[config.mk]
export PLATFORM = sky130hd
export DESIGN_NAME = seq_div64_flat
export DESIGN_NICKNAME = d
export VERILOG_FILES = /design/src/rtl/seq_div64_if.sv /design/src/rtl/seq_div64.sv /design/src/flat_wrapper.sv
export SDC_FILE = /design/constraint.sdc
export NUM_CORES = 1
export LEC_CHECK = 0
export ABC_AREA = 1
export BUFFER_PORTS_ARGS = -buffer_cell sky130_fd_sc_hd__buf_4
export CORE_MARGIN = 1
export CORE_UTILIZATION = 59
export CTS_CLUSTER_SIZE = 24
export DETAILED_ROUTE_END_ITERATION = 16
export PLACE_DENSITY = 0.86
export SYNTH_ARGS = -nofsm -noshare
export SYNTH_HDL_FRONTEND = slang
export SYNTH_SLANG_ARGS = --single-unit
[constraint.sdc]
create_clock -name clk -period 4.6 [get_ports clk]
set_input_delay 0.23 -clock clk [delete_from_list [all_inputs] [get_ports clk]]
set_output_delay 0.23 -clock clk [all_outputs]
set_load 0.02 [all_outputs]
[src/rtl/seq_div64_if.sv]
// Start/done handshake bundle between the arithmetic unit and the iterative divider.
interface seq_div64_if #(
  parameter int WIDTH = 64
);
  logic             start;
  logic [WIDTH-1:0] A;
  logic [WIDTH-1:0] B;
  logic             ready;
  logic             done;
  logic [WIDTH-1:0] Q;
  logic [WIDTH-1:0] R;
  logic             div_zero;

  modport master (
    output start, A, B,
    input  ready, done, Q, R, div_zero
  );

  modport slave (
    input  start, A, B,
    output ready, done, Q, R, div_zero
  );
endinterface

[src/rtl/seq_div64.sv]
// Iterative restoring divider, one quotient bit per clock via a WIDTH+1-bit trial subtract.
// Define DIV_SIGNED_EN for two's-complement operands (quotient truncates toward zero).
module seq_div64 #(
  parameter int WIDTH = 64
) (
  input logic        clk,
  input logic        rst,
  seq_div64_if.slave bus
);

`ifdef DIV_SIGNED_EN
  localparam bit SIGNED_EN = 1'b1;
`else
  localparam bit SIGNED_EN = 1'b0;
`endif

  localparam int             CW       = $clog2(WIDTH + 1);
  localparam logic [CW-1:0]  CNT_FULL = CW'(WIDTH);
  localparam logic [CW-1:0]  CNT_LAST = CW'(1);

  typedef enum logic [1:0] {IDLE, CALC, DONE} state_t;

  state_t           state, state_nxt;
  logic [CW-1:0]    cnt;
  logic [WIDTH-1:0] dvd, rem, dvs;
  logic [WIDTH-1:0] dvd_nxt, rem_nxt;
  logic [WIDTH:0]   trial;
  logic             neg_q, neg_r;
  logic [WIDTH-1:0] quo, rmd;
  logic             dz;
  logic             accept;

  function automatic logic [WIDTH-1:0] neg2(input logic [WIDTH-1:0] v);
    return ~v + {{(WIDTH-1){1'b0}}, 1'b1};
  endfunction

  function automatic logic [WIDTH-1:0] mag(input logic [WIDTH-1:0] v);
    return (SIGNED_EN && v[WIDTH-1]) ? neg2(v) : v;
  endfunction

  function automatic logic [WIDTH:0] trial_sub(input logic [WIDTH-1:0] r,
                                               input logic             b_in,
                                               input logic [WIDTH-1:0] d);
    return {r, b_in} - {1'b0, d};
  endfunction

  assign accept = (state == IDLE) && bus.start;

  always_ff @(posedge clk) begin
    if (rst) state <= IDLE;
    else     state <= state_nxt;
  end

  always_comb begin
    state_nxt = state;
    case (state)
      IDLE: if (bus.start) state_nxt = (bus.B == '0) ? DONE : CALC;
      CALC: if (cnt == CNT_LAST) state_nxt = DONE;
      DONE: state_nxt = IDLE;
      default: state_nxt = IDLE;
    endcase
  end

  // Trial subtract: a non-negative result (top bit clear) means the divisor fits.
  always_comb begin
    trial = trial_sub(rem, dvd[WIDTH-1], dvs);
    if (!trial[WIDTH]) begin
      rem_nxt = trial[WIDTH-1:0];
      dvd_nxt = {dvd[WIDTH-2:0], 1'b1};
    end else begin
      rem_nxt = {rem[WIDTH-2:0], dvd[WIDTH-1]};
      dvd_nxt = {dvd[WIDTH-2:0], 1'b0};
    end
  end

  always_ff @(posedge clk) begin
    if (rst) begin
      cnt <= '0;
      quo <= '0;
      rmd <= '0;
      dz  <= 1'b0;
    end else begin
      case (state)
        IDLE: begin
          if (bus.start) begin
            if (bus.B == '0) begin
              quo <= '1;
              rmd <= bus.A;
              dz  <= 1'b1;
            end else begin
              cnt <= CNT_FULL;
            end
          end
        end
        CALC: begin
          cnt <= cnt - 1'b1;
          if (cnt == CNT_LAST) begin
            quo <= neg_q ? neg2(dvd_nxt) : dvd_nxt;
            rmd <= neg_r ? neg2(rem_nxt) : rem_nxt;
            dz  <= 1'b0;
          end
        end
        default: ;
      endcase
    end
  end

  // Working registers carry no reset: they are always reloaded on acceptance.
  always_ff @(posedge clk) begin
    if (accept) begin
      dvd   <= mag(bus.A);
      dvs   <= mag(bus.B);
      rem   <= '0;
      neg_q <= SIGNED_EN & (bus.A[WIDTH-1] ^ bus.B[WIDTH-1]);
      neg_r <= SIGNED_EN & bus.A[WIDTH-1];
    end else if (state == CALC) begin
      dvd <= dvd_nxt;
      rem <= rem_nxt;
    end
  end

  assign bus.ready    = (state == IDLE);
  assign bus.done     = (state == DONE);
  assign bus.Q        = quo;
  assign bus.R        = rmd;
  assign bus.div_zero = dz;

endmodule

[src/flat_wrapper.sv]
// flat-port wrapper written by rule: the top's interface ports become plain ports
module seq_div64_flat 
#(
  parameter int WIDTH = 64
)
  (clk, rst, bus_start, bus_A, bus_B, bus_ready, bus_done, bus_Q, bus_R, bus_div_zero);
  seq_div64_if #(.WIDTH(WIDTH)) bus_i ();
  input logic clk;
  input logic rst;
  input wire logic [$bits(bus_i.start)-1:0] bus_start;
  input wire logic [$bits(bus_i.A)-1:0] bus_A;
  input wire logic [$bits(bus_i.B)-1:0] bus_B;
  output wire logic [$bits(bus_i.ready)-1:0] bus_ready;
  output wire logic [$bits(bus_i.done)-1:0] bus_done;
  output wire logic [$bits(bus_i.Q)-1:0] bus_Q;
  output wire logic [$bits(bus_i.R)-1:0] bus_R;
  output wire logic [$bits(bus_i.div_zero)-1:0] bus_div_zero;
  assign bus_i.start = bus_start;
  assign bus_i.A = bus_A;
  assign bus_i.B = bus_B;
  assign bus_ready = bus_i.ready;
  assign bus_done = bus_i.done;
  assign bus_Q = bus_i.Q;
  assign bus_R = bus_i.R;
  assign bus_div_zero = bus_i.div_zero;
  seq_div64 #(.WIDTH(WIDTH)) u_core (.clk(clk), .rst(rst), .bus(bus_i));
endmodule
## Yosys cells after proc, flatten, opt, wreduce, memory -nomap -nowiden

Index checks and enable logic that the tools add are counted.

- Add/sub/neg operators: 2
- Equal/unequal tests: 7
- Muxes and demuxes: 23
- Reductions and logical operators: 8

Operators by type and width:

| operator | number |
|---|---|
| 64-bit 2-to-1 mux | 9 |
| 64-bit case mux with 2 select lines | 2 |
| 65-bit by 64-bit subtractor with 65-bit output | 1 |
| 64-bit logical NOT | 1 |
| 7-bit 2-to-1 mux | 2 |
| 7-bit case mux with 2 select lines | 1 |
| 7-bit by 1-bit == test with 1-bit output, second input constant | 1 |
| 7-bit by 1-bit subtractor with 7-bit output, second input constant | 1 |
| 2-bit 2-to-1 mux | 3 |
| 1-bit 2-to-1 mux | 4 |
| 2-bit by 1-bit inequality test with 1-bit output, second input constant | 2 |
| 2-bit inequality test, second input constant | 2 |
| 2-bit case mux with 2 select lines | 1 |
| 4-bit AND reduction | 1 |
| 2-bit nonzero test | 2 |
| 3-bit AND reduction | 1 |
| 2-bit by 1-bit == test with 1-bit output, second input constant | 1 |
| 2-bit == test, second input constant | 1 |
| 2-bit logical NOT | 1 |
| 1-bit case mux with 2 select lines | 1 |
| 2-bit AND reduction | 1 |
| 1-bit logical AND | 1 |

- Bits in registers: 330
- Output and inout bits: 131

## Longest topological paths before layout

Gate-level depths: netlist (run 1).

- Depth in word-level cells: 4
- Mapped depth: 22
- Depth with buffers taken out: 20

## Worst setup path after synthesis (run 1)

OpenSTA, ideal clock, no wires.

- Path type: reg-to-reg
- Start: register u_core.state[1]
- End: register u_core.dvd[54] (data pin)
- Arrival time: 3.356 ns
- Required time: 4.243 ns
- Path slack: 0.888 ns
- Stages on the path, launching flop included: 7
- Clock period less this slack: 3.712 ns
- Cell sequence: dfxtp_1 > nor2_1 > inv_1 > nor2_1 > clkbuf_1 > clkbuf_1 > o21ai_0

- Cells in the longest elaborated chain, start to end: 3

RTL lines:

| what | line | RTL |
|---|---|---|
| from (decl) | seq_div64.sv:23 | `state_t state, state_nxt;` |
| from (signal assigned) | seq_div64.sv:51 | `else state <= state_nxt;` |
| 2-bit logical NOT | - |  |
| via bus_ready | flat_wrapper.sv:13 | `output wire logic [$bits(bus_i.ready)-1:0] bus_ready;` |
| 1-bit logical AND | seq_div64.sv:47 | `assign accept = (state == IDLE) && bus.start;` |
| via u_core.accept | seq_div64.sv:31 | `logic accept;` |
| 64-bit 2-to-1 mux | seq_div64.sv:110 | `if (accept) begin` |
| to (signal assigned) | seq_div64.sv:111 | `dvd <= mag(bus.A);` |
| to (signal assigned) | seq_div64.sv:117 | `dvd <= dvd_nxt;` |
| to (decl) | seq_div64.sv:25 | `logic [WIDTH-1:0] dvd, rem, dvs;` |

The timed path passes the listed nets, and every way through them passes these cells.
A chain may end at the register's enable or synchronous reset.

## Final worst setup path (run 1)

- Start: register u_core.dvd[63]
- End: register u_core.rmd[50] (netlist: u_core.bus.R[50])

- Cells in the longest elaborated chain, start to end: 4

RTL lines:

| what | line | RTL |
|---|---|---|
| 65-bit by 64-bit subtractor with 65-bit output | seq_div64.sv:44 | `return {r, b_in} - {1'b0, d};` |
| 64-bit 2-to-1 mux | seq_div64.sv:67 | `if (!trial[WIDTH]) begin` |
| 64-bit 2-to-1 mux | seq_div64.sv:97 | `if (cnt == CNT_LAST) begin` |
| 64-bit case mux with 2 select lines | seq_div64.sv:83 | `case (state)` |
| to (signal assigned) | seq_div64.sv:88 | `rmd <= bus.A;` |
| to (signal assigned) | seq_div64.sv:99 | `rmd <= neg_r ? neg2(rem_nxt) : rem_nxt;` |
| to (decl) | seq_div64.sv:29 | `logic [WIDTH-1:0] quo, rmd;` |

No other way between the ends. The select of a mux whose other input is x is not followed.

==> flow_metrics.py, run 1 <==
metrics = {
    "outcome": {
        "outcome": "completed",
    },
    "setup_path": {
        "critPathMostFrequentCell": "nand2_2",
        "worstSetupPathType": "reg2reg",
        "critPathRequiredTime_ns": 5.05,
        "cp_cell_sequence": "inv_1 > ha_1 > fa_1 > inv_1 > nand2_1 > nand2_1 > nand3_1 > nand2_2 > nand2_1 > nand2_2 > nand2_1 > nand2_2 > nand2_2 > nand2_2 > nand2_2 > nand2_2 > buf_12 > nand2_1 > nand2_1 > nand3_1 > a21oi_1",
        "critPathMaxStageDelay_ns": 0.44,
        "crit_slowest_cell": "fa_1",
        "cp_num_buf_inv": 3,
        "path_max_fanout": 40,
        "crit_family": "simple AND/OR/NAND/NOR gates",
        "crit_arrival_ns": 3.89,
        "critPathLaunchType": "flip-flop",
        "worstSetupEndpointType": "flip-flop",
    },
    "synth": {
        "synth.ff_latch_count": 330,
        "yosys.area.top_type": "dfxtp_1",
        "syn-num-nets": 3100,
        "synth_top_area_share_pct": 20.2,
        "yosysWarnings": 0,
        "yosysUniqueCellTypes": 42,
        "synth_area_leaders": "dfxtp_1 20%, edfxtp_1 19%, nand2_1 18%",
        "synth_flop_cell": "dfxtp_1",
        "synth_commonest_cells": "948 x nand2_1, 537 x inv_1, 202 x dfxtp_1",
        "async_flop_share_pct": 0,
        "avgSynthCellArea_sq_um": 6.90,
        "syn_area_sq_um": 20000,
        "synth-seq-area-share_pct": 39.4,
        "yosysMostFrequentCell": "nand2_1",
        "synth_cells": 2902,
        "synth_edf_count": 128,
    },
    "place": {
        "placed_area_sq_um": 22100,
        "dpl_worst_slack_ns": 1.36,
        "routabilityCongestion": 1.04,
        "dp_hpwl_um": 53200,
        "io_buffers": 261,
    },
    "layout": {
        "finalInstanceArea_sq_um": 24400,
        "regArea_sq_um": 7890,
        "area_growth_pct": 22.1,
        "num_antenna_cells": 0,
        "final_core_util_pct": 73.1,
        "multiInputGateArea_sq_um": 9520,
        "drive_gt1_share_pct": 14.1,
        "layout.nets": 3425,
        "n_fill_cell": 2527,
    },
    "floorplan": {
        "die-area_sq_um": 34700,
        "die_w_um": 186,
        "die_h_um": 186,
        "ioPinCount": 262,
        "rows": 67,
        "core_area_sq_um": 33400,
        "initial_core_util_pct": 59.8,
    },
    "clock_tree": {
        "cts_tree": "yes",
        "clock_sinks": 330,
        "numCtsBuffers": 35,
        "insertion_delay_ns": 0.58,
        "clkTransAtPathRegs_ns": 0.06,
        "ctsRootBufferMaster": "clkbuf_16",
        "cts_buffer_depth": 3,
        "cts_htree_levels": 2,
        "post_cts_buffers": 0,
    },
    "global_routing": {
        "grt_pass1_vias": 19600,
        "overflow": 0,
        "globalRoute.busiestLayer": "met2",
        "grt.met1_usage_pct": 48.7,
        "grt_use_met3_pct": 7.73,
        "grt_usage_pct": 41.4,
        "use_met2_pct": 69.7,
        "antenna_found_initial": 0,
        "grt_max_degree": 115,
        "grt_pass1_wl_um": 109000,
    },
    "sta": {
        "finalWorstSetupSlack_ns": 1.16,
        "slew_viol_final": 0,
        "hold_violations": 0,
        "clock.fmax_mhz": 290,
        "rsz0062_at_grt": "false",
        "finalSetupViolCount": 0,
        "tightest_slew_ns": 1.20,
        "max_slew_margin_pct": 19.6,
        "fin_crit_ns": 3.44,
        "finalSetupTns_ns": 0,
        "finalCritPeriodShare_pct": 74.8,
        "fin_skew_ns": 0.0340,
    },
    "power_and_ir_drop": {
        "power_frac_clock_pct": 31.2,
        "intPower_mw": 5.89,
        "comb_power_share_pct": 29.4,
        "power_frac_seq_pct": 39.4,
        "vdd_drop_max_mv": 0.321,
        "sw_frac_of_total_pct": 36.3,
        "p_leak_nw": 12.3,
        "power_switching_mw": 3.36,
        "powerDensity_nw_per_um2": 378,
    },
    "routing": {
        "antenna_left": 0,
        "drt_pass1_iterations": 6,
        "post_drt_wl_per_cell_um": 19.7,
        "totalWireLength_um": 72900,
        "viasPerCell": 5.63,
        "drc": 0,
        "via_count": 20900,
        "drtIter0Drc": 2302,
    },
    "worst_hold_path": {
        "min-delay-path-class": "in2reg",
    },
    "run": {
        "maxCapViolations": 0,
    },
}
[cell type report]
class / instances / area share [%]
Multi-Input combinational cell: 1921 / 39.0
Sequential cell: 330 / 32.3
Timing Repair Buffer: 392 / 13.4
Inverter: 547 / 8.42
Clock buffer: 45 / 3.91
Tap cell: 448 / 2.29
Clock inverter: 19 / 0.783
[layout by cell type (no fill, tap or decap), types with 8 or more instances in the layout]
cell	instances
nand2_1	946
inv_1	534
buf_4	274
dfxtp_1	202
nand3_1	195
nor2_1	177
edfxtp_1	128
a21oi_1	126
dlygate4sd3_1	115
nand2_2	92
o21ai_0	72
ha_1	66
a211oi_1	63
a22o_1	62
clkbuf_16	36
xor2_1	30
nor4_1	22
nand4_1	19
inv_2	11
clkinv_2	11
o21bai_1	9
nor3_1	8
[cells by family after synthesis]
| kind of cell | count (synthesis) | share of synthesized area [%] |
|---|---|---|
| adder cells (fa/ha/maj) | 67 | 4.23 |
| AND/OR/NAND/NOR | 1485 | 31.3 |
| buffers and inverters | 651 | 13.1 |
| flip-flops | 330 | 39.4 |
| AO/OA/AOI/OAI | 337 | 10.6 |
| XOR/XNOR | 32 | 1.40 |
[metrics by stage]
stage	hold slack [ns]	power, mW	std cells
final	0.00675	9.25	3702
after floorplan	0.329	5.34	2902
after global routing	0.00916	9.59	3702
after CTS	0.000949	9.12	3702
after global placement	0.417	6.12	3523
after detailed placement	0.419	6.19	3523
[worst paths after layout]
path	from	end	slack, ns	depth (start not counted)
hold reg to reg	u_core.bus.div_zero$_SDFFE_PP0P_	u_core.bus.div_zero$_SDFFE_PP0P_	0.47	2
setup / recovery	u_core.dvd[63]$_DFFE_PP_	u_core.bus.R[50]$_SDFFE_PP0P_	1.16	21
hold / removal	bus_A[9]	u_core.dvd[9]$_DFFE_PP_	0.007	3
setup reg to reg	u_core.dvd[63]$_DFFE_PP_	u_core.bus.R[50]$_SDFFE_PP0P_	1.16	21
[routing by layer]
layer / share of wire, % / vias up / wire [um]
met3: 8.7 / 302 / 6360
li1: - / 9779 / -
met2: 47 / 1252 / 34400
met1: 37 / 9525 / 27100
met4: 6.8 / 0 / 4990
met5: 0 / - / 0
[sequential cells by signal, indices dropped and copies added, names as in the netlist]
name / count
u_core.bus.R: 64
u_core.bus.div_zero: 1
u_core.rem: 64
u_core.state: 2
u_core.dvs: 64
u_core.bus.Q: 64
u_core.dvd: 64
u_core.cnt: 7
[power by group through the flow]
stage | sequential (mW) | combinational [mW] | clock (mW)
after floorplan | 3.72 | 1.62 | 0
after global placement | 3.67 | 2.45 | 0
after detailed placement | 3.68 | 2.51 | 0
after CTS | 3.62 | 2.62 | 2.87
after global routing | 3.66 | 2.93 | 3.00
final | 3.64 | 2.72 | 2.89
[worst reg2reg max path, delay by kind of cell, from the launching register on]
kind	cells	cell delay [ns]
simple gates	15	1.62
compound gates	1	0.23
fa+ha+maj	2	0.66
buf+inv	3	0.45
flops	1	0.37
[what timing repair did]
item | CTS | global route
hold buffers | 115 | 0
resized for setup | 0 | 0
hold endpoints to repair | 115 | 0
endpoints found under the setup margin | 0 | 0
No activity file was read; power rests on OpenSTA's default activity.
==> run 2: changes to the inputs <==
ABC_AREA = 0   (was 1)
CORE_UTILIZATION = 58   (was 59)
clock period = 3.31 ns   (was 4.6 ns; I/O delays follow)
==> flow_metrics.py, run 2 <==
metrics = {
    "synth": {
        "synth.ff_latch_count": 330,
        "syn-num-nets": 2158,
        "yosysUniqueCellTypes": 70,
        "yosys.area.top_type": "dfxtp_1",
        "avgSynthCellArea_sq_um": 8.70,
        "yosysMostFrequentCell": "nand2_1",
        "synth_commonest_cells": "316 x nand2_1, 202 x dfxtp_1, 188 x nor2_1",
        "synth_flop_cell": "dfxtp_1",
        "synth_edf_count": 128,
        "yosysWarnings": 0,
        "syn_area_sq_um": 17100,
        "async_flop_share_pct": 0,
        "synth_top_area_share_pct": 23.7,
        "synth_cells": 1960,
        "synth-seq-area-share_pct": 46.2,
        "synth_area_leaders": "dfxtp_1 24%, edfxtp_1 23%, nand2_1 7.0%",
    },
    "floorplan": {
        "rows": 62,
        "ioPinCount": 262,
        "die_w_um": 173,
        "die-area_sq_um": 30100,
        "die_h_um": 173,
        "core_area_sq_um": 28800,
        "initial_core_util_pct": 59.3,
    },
    "sta": {
        "clock.fmax_mhz": 299,
        "hold_violations": 0,
        "fin_skew_ns": 0.0156,
        "max_slew_margin_pct": 22.2,
        "finalSetupViolCount": 7,
        "rsz0062_at_grt": "true",
        "tightest_slew_ns": 1.17,
        "finalCritPeriodShare_pct": 101,
        "slew_viol_final": 0,
        "finalWorstSetupSlack_ns": -0.0304,
        "fin_crit_ns": 3.34,
    },
    "power_and_ir_drop": {
        "powerDensity_nw_per_um2": 526,
        "vdd_drop_max_mv": 0.463,
        "p_leak_nw": 10.0,
        "finalPower_mw": 12.4,
    },
    "layout": {
        "final_common_cell": "buf_4",
        "layout.nets": 2647,
        "drive_gt1_share_pct": 25.4,
        "layout_common_cells": "435 x buf_4, 313 x nand2_1, 192 x dfxtp_1",
        "area_growth_pct": 38.3,
        "multiInputGateArea_sq_um": 8930,
        "n_fill_cell": 1603,
        "finalInstanceArea_sq_um": 23600,
        "num_antenna_cells": 0,
        "regArea_sq_um": 7900,
    },
    "clock_tree": {
        "cts_htree_levels": 2,
        "cts_tree": "yes",
        "ctsRootBufferMaster": "clkbuf_16",
        "insertion_delay_ns": 0.54,
        "clock_sinks": 330,
        "numCtsBuffers": 34,
        "clkTransAtPathRegs_ns": 0.07,
        "cts_buffer_depth": 3,
    },
    "routing": {
        "via_count": 18100,
        "antenna_left": 0,
        "viasPerCell": 6.35,
        "drc": 0,
        "totalWireLength_um": 64800,
        "drt_pass1_iterations": 6,
        "drtIter0Drc": 3089,
        "post_drt_wl_per_cell_um": 22.7,
    },
    "place": {
        "routabilityCongestion": 1.03,
        "io_buffers": 261,
        "placed_area_sq_um": 20400,
        "dpl_worst_slack_ns": -0.339,
        "dp_hpwl_um": 41700,
    },
    "global_routing": {
        "grt_pass1_wl_um": 96400,
        "overflow": 0,
        "antenna_found_initial": 2,
        "grt_usage_pct": 40.9,
        "grt_max_degree": 102,
        "grt_pass1_vias": 17200,
    },
    "setup_path": {
        "crit_family": "simple AND/OR/NAND/NOR gates",
        "critPathLaunchType": "flip-flop",
        "path_max_fanout": 11,
        "critPathMostFrequentCell": "or3_4",
        "cp_num_buf_inv": 2,
        "r2r_cells": 12,
        "worstSetupPathType": "reg2reg",
        "crit_arrival_ns": 3.72,
        "crit_slowest_cell": "or3_4",
        "worstSetupEndpointType": "flip-flop",
        "critPathRequiredTime_ns": 3.69,
        "path_depth": 12,
        "critPathMaxStageDelay_ns": 0.42,
        "cp_cell_sequence": "ha_1 > buf_4 > nand3_2 > or3_4 > a21oi_2 > nor2b_4 > or3_4 > and3_4 > buf_6 > mux2_4 > a222oi_1 > nor2_1",
    },
    "outcome": {
        "violations": "negative setup slack",
        "outcome": "complete, but fails checks",
    },
    "worst_hold_path": {
        "min-delay-path-class": "in2reg",
        "hold_depth": 3,
    },
    "run": {
        "maxCapViolations": 0,
    },
}
[run 2: cell types whose count changed in the layout (fill, tap and decap cells not counted), sizes merged, moves of 74 or more]
cell   previous run  this run
buf             277       448
inv             548        89
nand2          1039       316
nand3           196        21
nor3              9        85
o21ai            73       147
[run 2: logic make-up after synthesis]
family	synth area share, %
compound gates	17.8
xor+xnor	3.03
fa+ha+maj	4.96
buf+inv	4.89
flops	46.2
mux	2.89
simple gates	20.2
[run 2: final timing paths]
| path | from | end | slack (ns) |
|---|---|---|---|
| worst max-delay path | u_core.rem[39]$_SDFFE_PP0P_ | u_core.bus.R[17]$_SDFFE_PP0P_ | -0.03 |
| worst max register to register | u_core.rem[39]$_SDFFE_PP0P_ | u_core.bus.R[17]$_SDFFE_PP0P_ | -0.03 |
| worst min-delay path | bus_A[63] | u_core.bus.R[63]$_SDFFE_PP0P_ | 0.04 |
| worst min register to register | u_core.bus.Q[14]$_SDFFE_PP0P_ | u_core.bus.Q[14]$_SDFFE_PP0P_ | 0.50 |
[run 2: worst register-to-register path, delay by kind of cell, from the launching register on]
family,cells,cell delay [ns]
mux,1,0.30
compound gates,2,0.46
buf+inv,2,0.33
simple gates,6,1.38
flops,1,0.38
fa+ha+maj,1,0.33
[run 2: where the power goes]
group | internal (mW) | leakage (nW) | switching, mW | total, mW
combinational | 1.25 | 6.53 | 1.94 | 3.19
sequential | 4.78 | 2.89 | 0.311 | 5.09
clock | 2.40 | 0.607 | 1.74 | 4.13
[run 2: what timing repair did]
action / 4_1_cts / 5_1_grt
hold endpoints to repair: 151 / 0
gates resized for setup: 29 / 112
cloned: 1 / 0
setup endpoints to repair: 116 / 86
pin swaps: 9 / 23
hold buffers: 128 / 0
setup buffers: 4 / 7
[run 2: layout make-up]
| class | count | area share [%] |
|---|---|---|
| clock buffer | 48 | 4.59 |
| multi-input combinational | 1421 | 37.9 |
| sequential | 330 | 33.5 |
| tap | 384 | 2.04 |
| inverter | 86 | 1.39 |
| clock inverter | 14 | 0.525 |
| timing repair buffer | 576 | 20.1 |
[run 2: per-stage QoR]
stage | utilization [%] | std cells | TNS (ns) | hold slack (ns)
6_report | 82.0 | 2859 | -0.130 | 0.0432
5_1_grt | 82.0 | 2859 | -1.66 | 0.0495
3_5_place_dp | 70.8 | 2657 | -17.07 | 0.354
4_1_cts | 80.0 | 2852 | 0 | 0.000523
2_1_floorplan | - | 1960 | 0 | 0.264
3_3_place_gp | 70.8 | 2657 | -11.19 | 0.353
[run 2: routing by layer]
| metal | GRT usage [%] | up-vias | routed length, um |
|---|---|---|---|
| li1 | - | 7947 | - |
| met2 | 61.3 | 1423 | 28000 |
| met1 | 56.6 | 8542 | 25200 |
| met3 | 10.6 | 230 | 8800 |
| met4 | 15.5 | 4 | 2660 |
| met5 | 0 | - | 23 |
